===== config.mk =====
export PLATFORM = sky130hd
export DESIGN_NAME = fft8_frame_ctrl
export DESIGN_NICKNAME = d
export VERILOG_FILES = /design/src/rtl/fft8_pkg.sv /design/src/rtl/mod_n_counter.sv /design/src/rtl/fft8_frame_ctrl.sv
export SDC_FILE = /design/constraint.sdc
export NUM_CORES = 1
export LEC_CHECK = 0
export BUFFER_PORTS_ARGS = -buffer_cell sky130_fd_sc_hd__buf_4
export CORE_MARGIN = 5
export CORE_UTILIZATION = 47
export CTS_CLUSTER_SIZE = 16
export DETAILED_ROUTE_END_ITERATION = 6
export PLACE_DENSITY = 0.79
export SYNTH_ARGS = -nofsm -noshare
export SYNTH_HDL_FRONTEND = slang
export SYNTH_SLANG_ARGS = --single-unit

===== constraint.sdc =====
create_clock -name clk -period 1.7 [get_ports clk]
set_input_delay 0.085 -clock clk [delete_from_list [all_inputs] [get_ports clk]]
set_output_delay 0.085 -clock clk [all_outputs]
set_load 0.005 [all_outputs]

===== src/rtl/fft8_pkg.sv =====
// Shared constants and state encodings for the 8-point FFT frame sequencer.
package fft8_pkg;

  localparam int N_PTS  = 8;
  localparam int DATA_W = 16;
  localparam int CNT_W  = $clog2(N_PTS);

  // Input side: collect samples, zero-pad a short frame, wait for the core.
  typedef enum logic [1:0] {
    FILL,
    PAD,
    HOLD
  } in_state_t;

  // Output side: wait for core results, then stream them out.
  typedef enum logic [1:0] {
    IDLE,
    WAIT,
    DRAIN
  } out_state_t;

endpackage


===== src/rtl/mod_n_counter.sv =====
// Free-running modulo-2^CNT_W counter with enable, synchronous clear and a
// wrap flag that is high in the cycle the counter rolls over to zero.
module mod_n_counter #(
  parameter int CNT_W = 3
) (
  input  logic             clk,
  input  logic             reset_n,
  input  logic             clr_i,
  input  logic             en_i,
  output logic [CNT_W-1:0] cnt_o,
  output logic             wrap_o
);

  logic [CNT_W-1:0] cnt_q, cnt_d;

  // Next count: clear wins over increment.
  always_comb begin
    cnt_d = cnt_q;
    if (clr_i) begin
      cnt_d = '0;
    end else if (en_i) begin
      cnt_d = cnt_q + CNT_W'(1);
    end
  end

  // Count register.
  // NOTE: state registers use non-blocking assignments so every flop samples
  // pre-edge values; blocking here would create order-dependent races.
  always_ff @(posedge clk or negedge reset_n) begin
    if (!reset_n) begin
      cnt_q <= '0;
    end else begin
      cnt_q <= cnt_d;
    end
  end

  assign cnt_o  = cnt_q;
  assign wrap_o = en_i && !clr_i && (cnt_q == {CNT_W{1'b1}});

endmodule


===== src/rtl/fft8_frame_ctrl.sv =====
// Frame sequencer for the 8-point FFT: feeds the s2p loader from a sample
// stream (zero-padding short frames on flush), starts the core, and drains
// results through the p2s unloader onto an output stream.
module fft8_frame_ctrl
  import fft8_pkg::*;
(
  input  logic              clk,
  input  logic              reset_n,
  input  logic              in_valid,
  output logic              in_ready,
  input  logic [DATA_W-1:0] in_data,
  input  logic              flush,
  output logic              s2p_en,
  output logic [DATA_W-1:0] s2p_din,
  output logic              core_start,
  input  logic              core_done,
  output logic              p2s_load,
  output logic              p2s_shift,
  output logic              out_valid,
  input  logic              out_ready,
  output logic              out_last,
  output logic              out_padded,
  output logic [15:0]       frame_cnt,
  output logic              err
);

  in_state_t        in_state_q, in_state_d;
  out_state_t       out_state_q, out_state_d;
  logic             pad_flag_q, pad_flag_d;
  logic             out_padded_q, out_padded_d;
  logic [15:0]      frame_cnt_q, frame_cnt_d;
  logic             err_q, err_d;

  logic             in_hs, out_hs;
  logic [CNT_W-1:0] icnt, ocnt;
  logic             icnt_wrap, ocnt_wrap;

  // Stream handshakes and datapath strobes. in_ready is gated by reset_n so
  // nothing is accepted while the s2p index is being held in reset.
  assign in_ready   = reset_n && (in_state_q == FILL);
  assign in_hs      = in_ready && in_valid;
  assign s2p_en     = in_hs || (in_state_q == PAD);
  assign s2p_din    = in_hs ? in_data : '0;
  assign core_start = (in_state_q == HOLD) && (out_state_q == IDLE);

  assign out_valid  = (out_state_q == DRAIN);
  assign out_hs     = out_valid && out_ready;
  assign p2s_shift  = out_hs;
  assign p2s_load   = (out_state_q == WAIT) && core_done;
  assign out_last   = out_valid && (ocnt == CNT_W'(N_PTS - 1));

  // icnt advances on exactly the cycles s2p does, so it mirrors the s2p index.
  mod_n_counter #(.CNT_W(CNT_W)) u_icnt (
    .clk     (clk),
    .reset_n (reset_n),
    .clr_i   (1'b0),
    .en_i    (s2p_en),
    .cnt_o   (icnt),
    .wrap_o  (icnt_wrap)
  );

  // ocnt counts output beats; realigned when the p2s captures a new frame.
  mod_n_counter #(.CNT_W(CNT_W)) u_ocnt (
    .clk     (clk),
    .reset_n (reset_n),
    .clr_i   (p2s_load),
    .en_i    (p2s_shift),
    .cnt_o   (ocnt),
    .wrap_o  (ocnt_wrap)
  );

  // Input FSM next state: fill, pad on flush, hold until the core is started.
  // NOTE: every always_comb output gets a default first so no path leaves it
  // unassigned, which would otherwise infer a latch.
  always_comb begin
    in_state_d   = in_state_q;
    pad_flag_d   = pad_flag_q;
    out_padded_d = out_padded_q;
    unique case (in_state_q)
      FILL: begin
        if (in_hs && icnt_wrap) begin
          in_state_d = HOLD;                 // last sample wins over flush
        end else if (flush && (in_hs || (icnt != '0))) begin
          in_state_d = PAD;
        end
      end
      PAD: begin
        pad_flag_d = 1'b1;
        if (icnt_wrap) begin
          in_state_d = HOLD;
        end
      end
      HOLD: begin
        if (core_start) begin
          in_state_d   = FILL;
          out_padded_d = pad_flag_q;
          pad_flag_d   = 1'b0;
        end
      end
      default: in_state_d = FILL;
    endcase
  end

  // Output FSM next state, frame counter and sticky protocol error.
  always_comb begin
    out_state_d = out_state_q;
    frame_cnt_d = frame_cnt_q;
    err_d       = err_q;
    unique case (out_state_q)
      IDLE:    if (core_start) out_state_d = WAIT;
      WAIT:    if (core_done)  out_state_d = DRAIN;
      DRAIN: begin
        if (ocnt_wrap) begin
          out_state_d = IDLE;
          frame_cnt_d = frame_cnt_q + 16'd1;
        end
      end
      default: out_state_d = IDLE;
    endcase
    if (core_done && (out_state_q != WAIT)) begin
      err_d = 1'b1;
    end
  end

  // State and status registers.
  always_ff @(posedge clk or negedge reset_n) begin
    if (!reset_n) begin
      in_state_q   <= FILL;
      out_state_q  <= IDLE;
      pad_flag_q   <= 1'b0;
      out_padded_q <= 1'b0;
      frame_cnt_q  <= '0;
      err_q        <= 1'b0;
    end else begin
      in_state_q   <= in_state_d;
      out_state_q  <= out_state_d;
      pad_flag_q   <= pad_flag_d;
      out_padded_q <= out_padded_d;
      frame_cnt_q  <= frame_cnt_d;
      err_q        <= err_d;
    end
  end

  assign out_padded = out_padded_q;
  assign frame_cnt  = frame_cnt_q;
  assign err        = err_q;

endmodule


* Yosys cells after proc, flatten, opt, wreduce, memory -nomap -nowiden
Cells that the tools add are included.
** Word-level totals
- Register bits :: 29
- Latch bits :: 0
- RAM bits :: 0
- Bits in read-only memories :: 0
- Input port bits :: 22
- Output and inout port bits :: 41
- Logic and storage cells :: 63
- Memories :: 0
** Operators by class
- Add/subtract/negate cells :: 3
- Multiply operators :: 0
- Divide/modulo/power cells :: 0
- $lt $le $gt $ge :: 0
- Equal/unequal tests :: 13
- Shift-type cells :: 0
- Multiplexer cells :: 14
- Bitwise logic cells :: 0
- Reduce and logical (&&, ||, !) cells :: 25
** Operators by type and width (number)
- adder 16 x 1 -> 16 bit, second input constant :: 1
- 2-to-1 mux 16 bit :: 1
- 2-to-1 mux 2 bit :: 7
- logical AND 1 bit :: 12
- case mux 2 bit (3 select lines) :: 2
- != test 2 bit, second input constant :: 4
- adder 3 x 1 -> 3 bit, second input constant :: 2
- == test 3 bit, second input constant :: 2
- 2-to-1 mux 3 bit :: 2
- AND reduction 2 bit :: 3
- AND reduction 3 bit :: 2
- == test 2 x 1 -> 1 bit, second input constant :: 2
- == test 2 bit, second input constant :: 2
- zero test 2 bit :: 2
- != test 2 x 1 -> 1 bit, second input constant :: 2
- nonzero test 2 bit :: 2
- != test 3 x 1 -> 1 bit, second input constant :: 1
- nonzero test 3 bit :: 1
- logical OR 1 bit :: 2
- case mux 1 bit (2 select lines) :: 1
- zero test 1 bit :: 1
- 2-to-1 mux 1 bit :: 1

* Longest topological paths before layout
- Depth after elaboration :: 8
- Mapped depth :: 6

* Hierarchy
A second synthesis with hierarchy kept.
** Unflattened totals
- Cell total of the unflattened synthesis :: 141
- Area, all modules :: 1500.2 sq um
** Modules (own cells, without submodules)
- fft8_frame_ctrl :: times used 1, cells each 115, area an instance 1204.9 sq um, sequential area each 575.6 sq um
- mod_n_counter :: times used 2, cells each 13, area an instance 147.6 sq um, sequential area each 75.1 sq um

* Least setup slack after synthesis
No wires, ideal clock.
- Path kind :: register to register
- From :: reg u_ocnt.cnt_q[0], in the netlist u_ocnt.cnt_o[0]
- To :: reg frame_cnt_q[7], in the netlist frame_cnt[7]
- Setup time :: 0.123 ns
- Arrival time :: 1.350 ns
- Required time :: 1.577 ns
- Setup slack :: 0.227 ns
- Cell stages (with the launch flop) :: 7
- Path buffers :: 0
- Clock period less this slack :: 1.473 ns
- Cell sequence :: dfrtp_1 ha_1 ha_1 nand4b_4 nor3_4 nand4_1 xnor2_1
** On the way
- Word-level cells in the longest chain between the ends :: 3
** RTL lines
- from (decl) :: RTL line mod_n_counter.sv:14 : logic [CNT_W-1:0] cnt_q, cnt_d;
- from (signal assigned) :: RTL line mod_n_counter.sv:33 : cnt_q <= cnt_d;
- == test 3 bit :: RTL line mod_n_counter.sv:38 : assign wrap_o = en_i && !clr_i && (cnt_q == {CNT_W{1'b1}});
- logical AND 1 bit :: RTL line mod_n_counter.sv:38
- AND reduction 2 bit (no source line)
- to (signal assigned) :: RTL line fft8_frame_ctrl.sv:139 : frame_cnt_q <= frame_cnt_d;
- to (decl) :: RTL line fft8_frame_ctrl.sv:31 : logic [15:0] frame_cnt_q, frame_cnt_d;
No other way between the ends.
A chain may end at the register's enable or synchronous reset.

* Worst setup path in the final report
- From :: reg out_state_q[1]
- To :: out p2s_load
** On the way
- Word-level cells in the longest chain between the ends :: 2
** RTL lines
- from (decl) :: RTL line fft8_frame_ctrl.sv:28 : out_state_t out_state_q, out_state_d;
- from (signal assigned) :: RTL line fft8_frame_ctrl.sv:136 : out_state_q <= out_state_d;
- == test 2 x 1 -> 1 bit :: RTL line fft8_frame_ctrl.sv:49 : assign p2s_load = (out_state_q == WAIT) && core_done;
- logical AND 1 bit :: RTL line fft8_frame_ctrl.sv:49
- to (decl) :: RTL line fft8_frame_ctrl.sv:17 : output logic p2s_load,
No other way between the ends.

==> results.txt <==
Final slew viol count -> 0
Core area -> 0.00303 mm²
Buffers on Ports -> 62
Number of diodes -> 0
Slowest cell delay on critical path -> 0.47 ns
CP required -> 1.62 ns
Unrepaired setup endpoints after global routing -> no
Aggregate global routing overflow -> 0
Async SR Flop Fraction -> 100%
Synthesized area per cell -> 10.8 µm²
Ys flop type -> dfrtp_1
DRT iter0 DRCs -> 46
Total GRT Usage -> 17.3%
Antenna-violating nets left -> 0
Nets -> 239
Routed length per instance -> 13.9 µm
GPL Wtd Cong -> 0.784
CTS tree -> done
Number of vias per cell -> 4.77
Finished Cell Area -> 0.00214 mm²
Pwr dens -> 1080 mW/mm²
FF+latch count, synth -> 29
# IOs -> 63
Post-DP HPWL -> 2820 µm
Die width -> 66.0 µm
Outcome -> finished, final reports clean
Final setup viols -> 0
Number of flops mapped to enable cells by yosys -> 0
Relative max-transition margin -> 75.4%
Post-layout min period -> 1.56 ns
First-pass GRT wire length -> 5700 µm
Pin count of the biggest net entering global routing -> 31
Vias in the first global route -> 1306
FF+latch area -> 727 µm²
Buf+Inv Stages, Crit Path -> 1
Crit Path Max Fanout -> 5
Worst Skew -> 0.0100 ns
Hold/Removal Path Class -> input port to flip-flop
Worst slew pin tran -> 0.368 ns
Synthesized netlist cell count -> 137
Routed WL -> 3570 µm
Initial antenna violation count -> 0
Final hold viol count -> 0
Share of layout cells above drive strength 1 -> 41.0%
Clk buf depth -> 2
Fillers -> 242
Post-Syn Nets -> 165
Worst EP arrival -> 1.48 ns
Drt pass-1 iters -> 4
Die Ht -> 66.0 µm
Setup TNS -> 0 ns
WS Path Type -> flip-flop to primary output
Endpoint class of the critical path -> primary output
Max-Cap Viols -> 0
Die area -> 0.00436 mm²
CTS buffer count -> 5
Clock sinks -> 29
Setup bufs post-CTS -> 0
Cell Area, Placed -> 0.00202 mm²
Row count -> 20
Cells along the critical path -> nand2b_1 > nor2_1 > buf_4
Worst-path clk slew -> 0.09 ns
Syn-to-layout area delta -> 44.8%
Synthesized area -> 0.00148 mm²
Post-synth cell types -> 29
CP max-delay cell -> dfrtp_1
CP Launch Type -> flip-flop
Multi-input gate area -> 722 µm²
Post-route DRC -> 0
Warnings, synthesis -> 0
Worst path top cell family by delay -> simple AND/OR/NAND/NOR gates
Clk_lat worst skew -> 0.33 ns
Leakage power -> 1.14 nW
Root Driver -> clkbuf_4
Maximum clock rate -> 640 MHz
Initial Util -> 48.7%
Fin crit share -> 91.9%
Vias after detailed routing -> 1221
Max H-tree Level -> 2
Peak supply drop -> 0.000461 V
Sequential area share after synthesis -> 49.2%
## cell type report
type	instances	area share, %
Sequential cell	29	34.0
Multi-Input combinational cell	99	33.8
Timing Repair Buffer	69	24.4
Clock buffer	7	2.58
Tap cell	44	2.58
Clock inverter	1	1.41
Inverter	7	1.23
## cell usage in the layout (no fill, tap or decap), drive strengths merged, types with 2 or more instances in the layout
cell and instances:
buf 67, dfrtp 29, and2 19, nand2 15, xnor2 13, inv 7, clkbuf 7, nand3 6
ha 6, nor2 5, o21ai 4, xor2 4, a21oi 3, nand2b 3, mux2 3, nor3 3
and4 2, and3 2, a21o 2, nand4 2, dlygate4sd3 2, nand3b 2
## where the power goes
group          switching, mW  internal [mW]
Clock                  0.235          0.351
Combinational          0.338          0.420
Sequential             0.127          0.828
Total                  0.701           1.60
## layer usage
layer	vias to the layer above	track usage, %	routed length, µm	share of wire [%]
li1	599	-	-	-
met1	578	18.9	1430	40
met2	39	30.4	1830	51
met3	5	6.97	278	7.8
met4	0	5.33	35	0.98
met5	-	0	0	0
## synth_stat cells (2+ instances only)
| library cell | count | share of area [%] |
|---|---|---|
| ha_1 | 6 | 5.1 |
| nor3_4 | 2 | 2.2 |
| nand4_1 | 2 | 0.85 |
| and3_1 | 2 | 0.85 |
| nand2b_1 | 3 | 1.3 |
| xor2_1 | 4 | 2.4 |
| and2_1 | 16 | 6.8 |
| dfrtp_1 | 29 | 49 |
| xnor2_1 | 13 | 7.7 |
| nand2_1 | 15 | 3.8 |
| mux2_2 | 3 | 2.3 |
| a21oi_1 | 3 | 1.0 |
| nand3_1 | 6 | 2.0 |
| a21o_1 | 2 | 1.0 |
| and2_2 | 3 | 1.5 |
| nor2_1 | 5 | 1.3 |
| inv_1 | 7 | 1.8 |
| and4_1 | 2 | 1.2 |
| o21ai_0 | 4 | 1.4 |
## stage by stage
step | setup WS, ns | total power [mW] | utilization [%] | cells | hold slack [ns]
after floorplan | 0.227 | 1.36 | - | 137 | -0.211
after CTS | 0.0425 | 2.31 | 70.1 | 255 | 0.0627
after global routing | 0.0366 | 2.47 | 70.5 | 256 | 0.0358
after global placement | 0.151 | 1.66 | 66.6 | 245 | 0.123
after detailed placement | 0.0683 | 1.72 | 66.6 | 245 | 0.129
final | 0.138 | 2.30 | 70.5 | 256 | 0.0753
## cells by family after synthesis
| logic type | Yosys count | share of synthesized area (%) |
|---|---|---|
| AO/OA/AOI/OAI | 11 | 4.41 |
| XOR/XNOR | 17 | 10.1 |
| adder cells (fa/ha/maj) | 6 | 5.09 |
| buffers and inverters | 9 | 2.37 |
| flip-flops | 29 | 49.2 |
| multiplexers | 3 | 2.29 |
| AND/OR/NAND/NOR | 62 | 26.5 |
## repair_timing
action / CTS / global route
setup endpoints to repair: 0 / 24
hold buffers: 2 / 0
gates resized for setup: 0 / 4
endpoints found under the hold margin: 31 / 0
## path summary, 6_finish.rpt
| check | from | to | slack [ns] | depth (start not counted) |
|---|---|---|---|---|
| max in group asynchronous | reset_n | in_state_q[1] | 1.10 | 3 |
| max | out_state_q[1] | p2s_load | 0.14 | 3 |
| min | flush | in_state_q[0] | 0.08 | 3 |
| min in group asynchronous | reset_n | u_ocnt.cnt_o[1] | 0.31 | 3 |
| max reg2reg | u_ocnt.cnt_o[0] | frame_cnt[15] | 0.16 | 6 |
| min reg2reg | err | err | 0.47 | 1 |
## registers in the layout, summed over array words and instances (netlist names)
register	count
in_state_q	2
u_ocnt.cnt_o	3
err	1
out_padded	1
frame_cnt	16
u_icnt.cnt_o	3
out_state_q	2
pad_flag_q	1
## worst register-to-register path: cells and delay by family (launching register included)
kind,cells,cell delay [ns]
adders and majority gates,2,0.37
and+or+nand+nor,3,0.52
DFF,1,0.39
xor gates and xnor gates,1,0.15
Power figures use the tool's default switching activity.
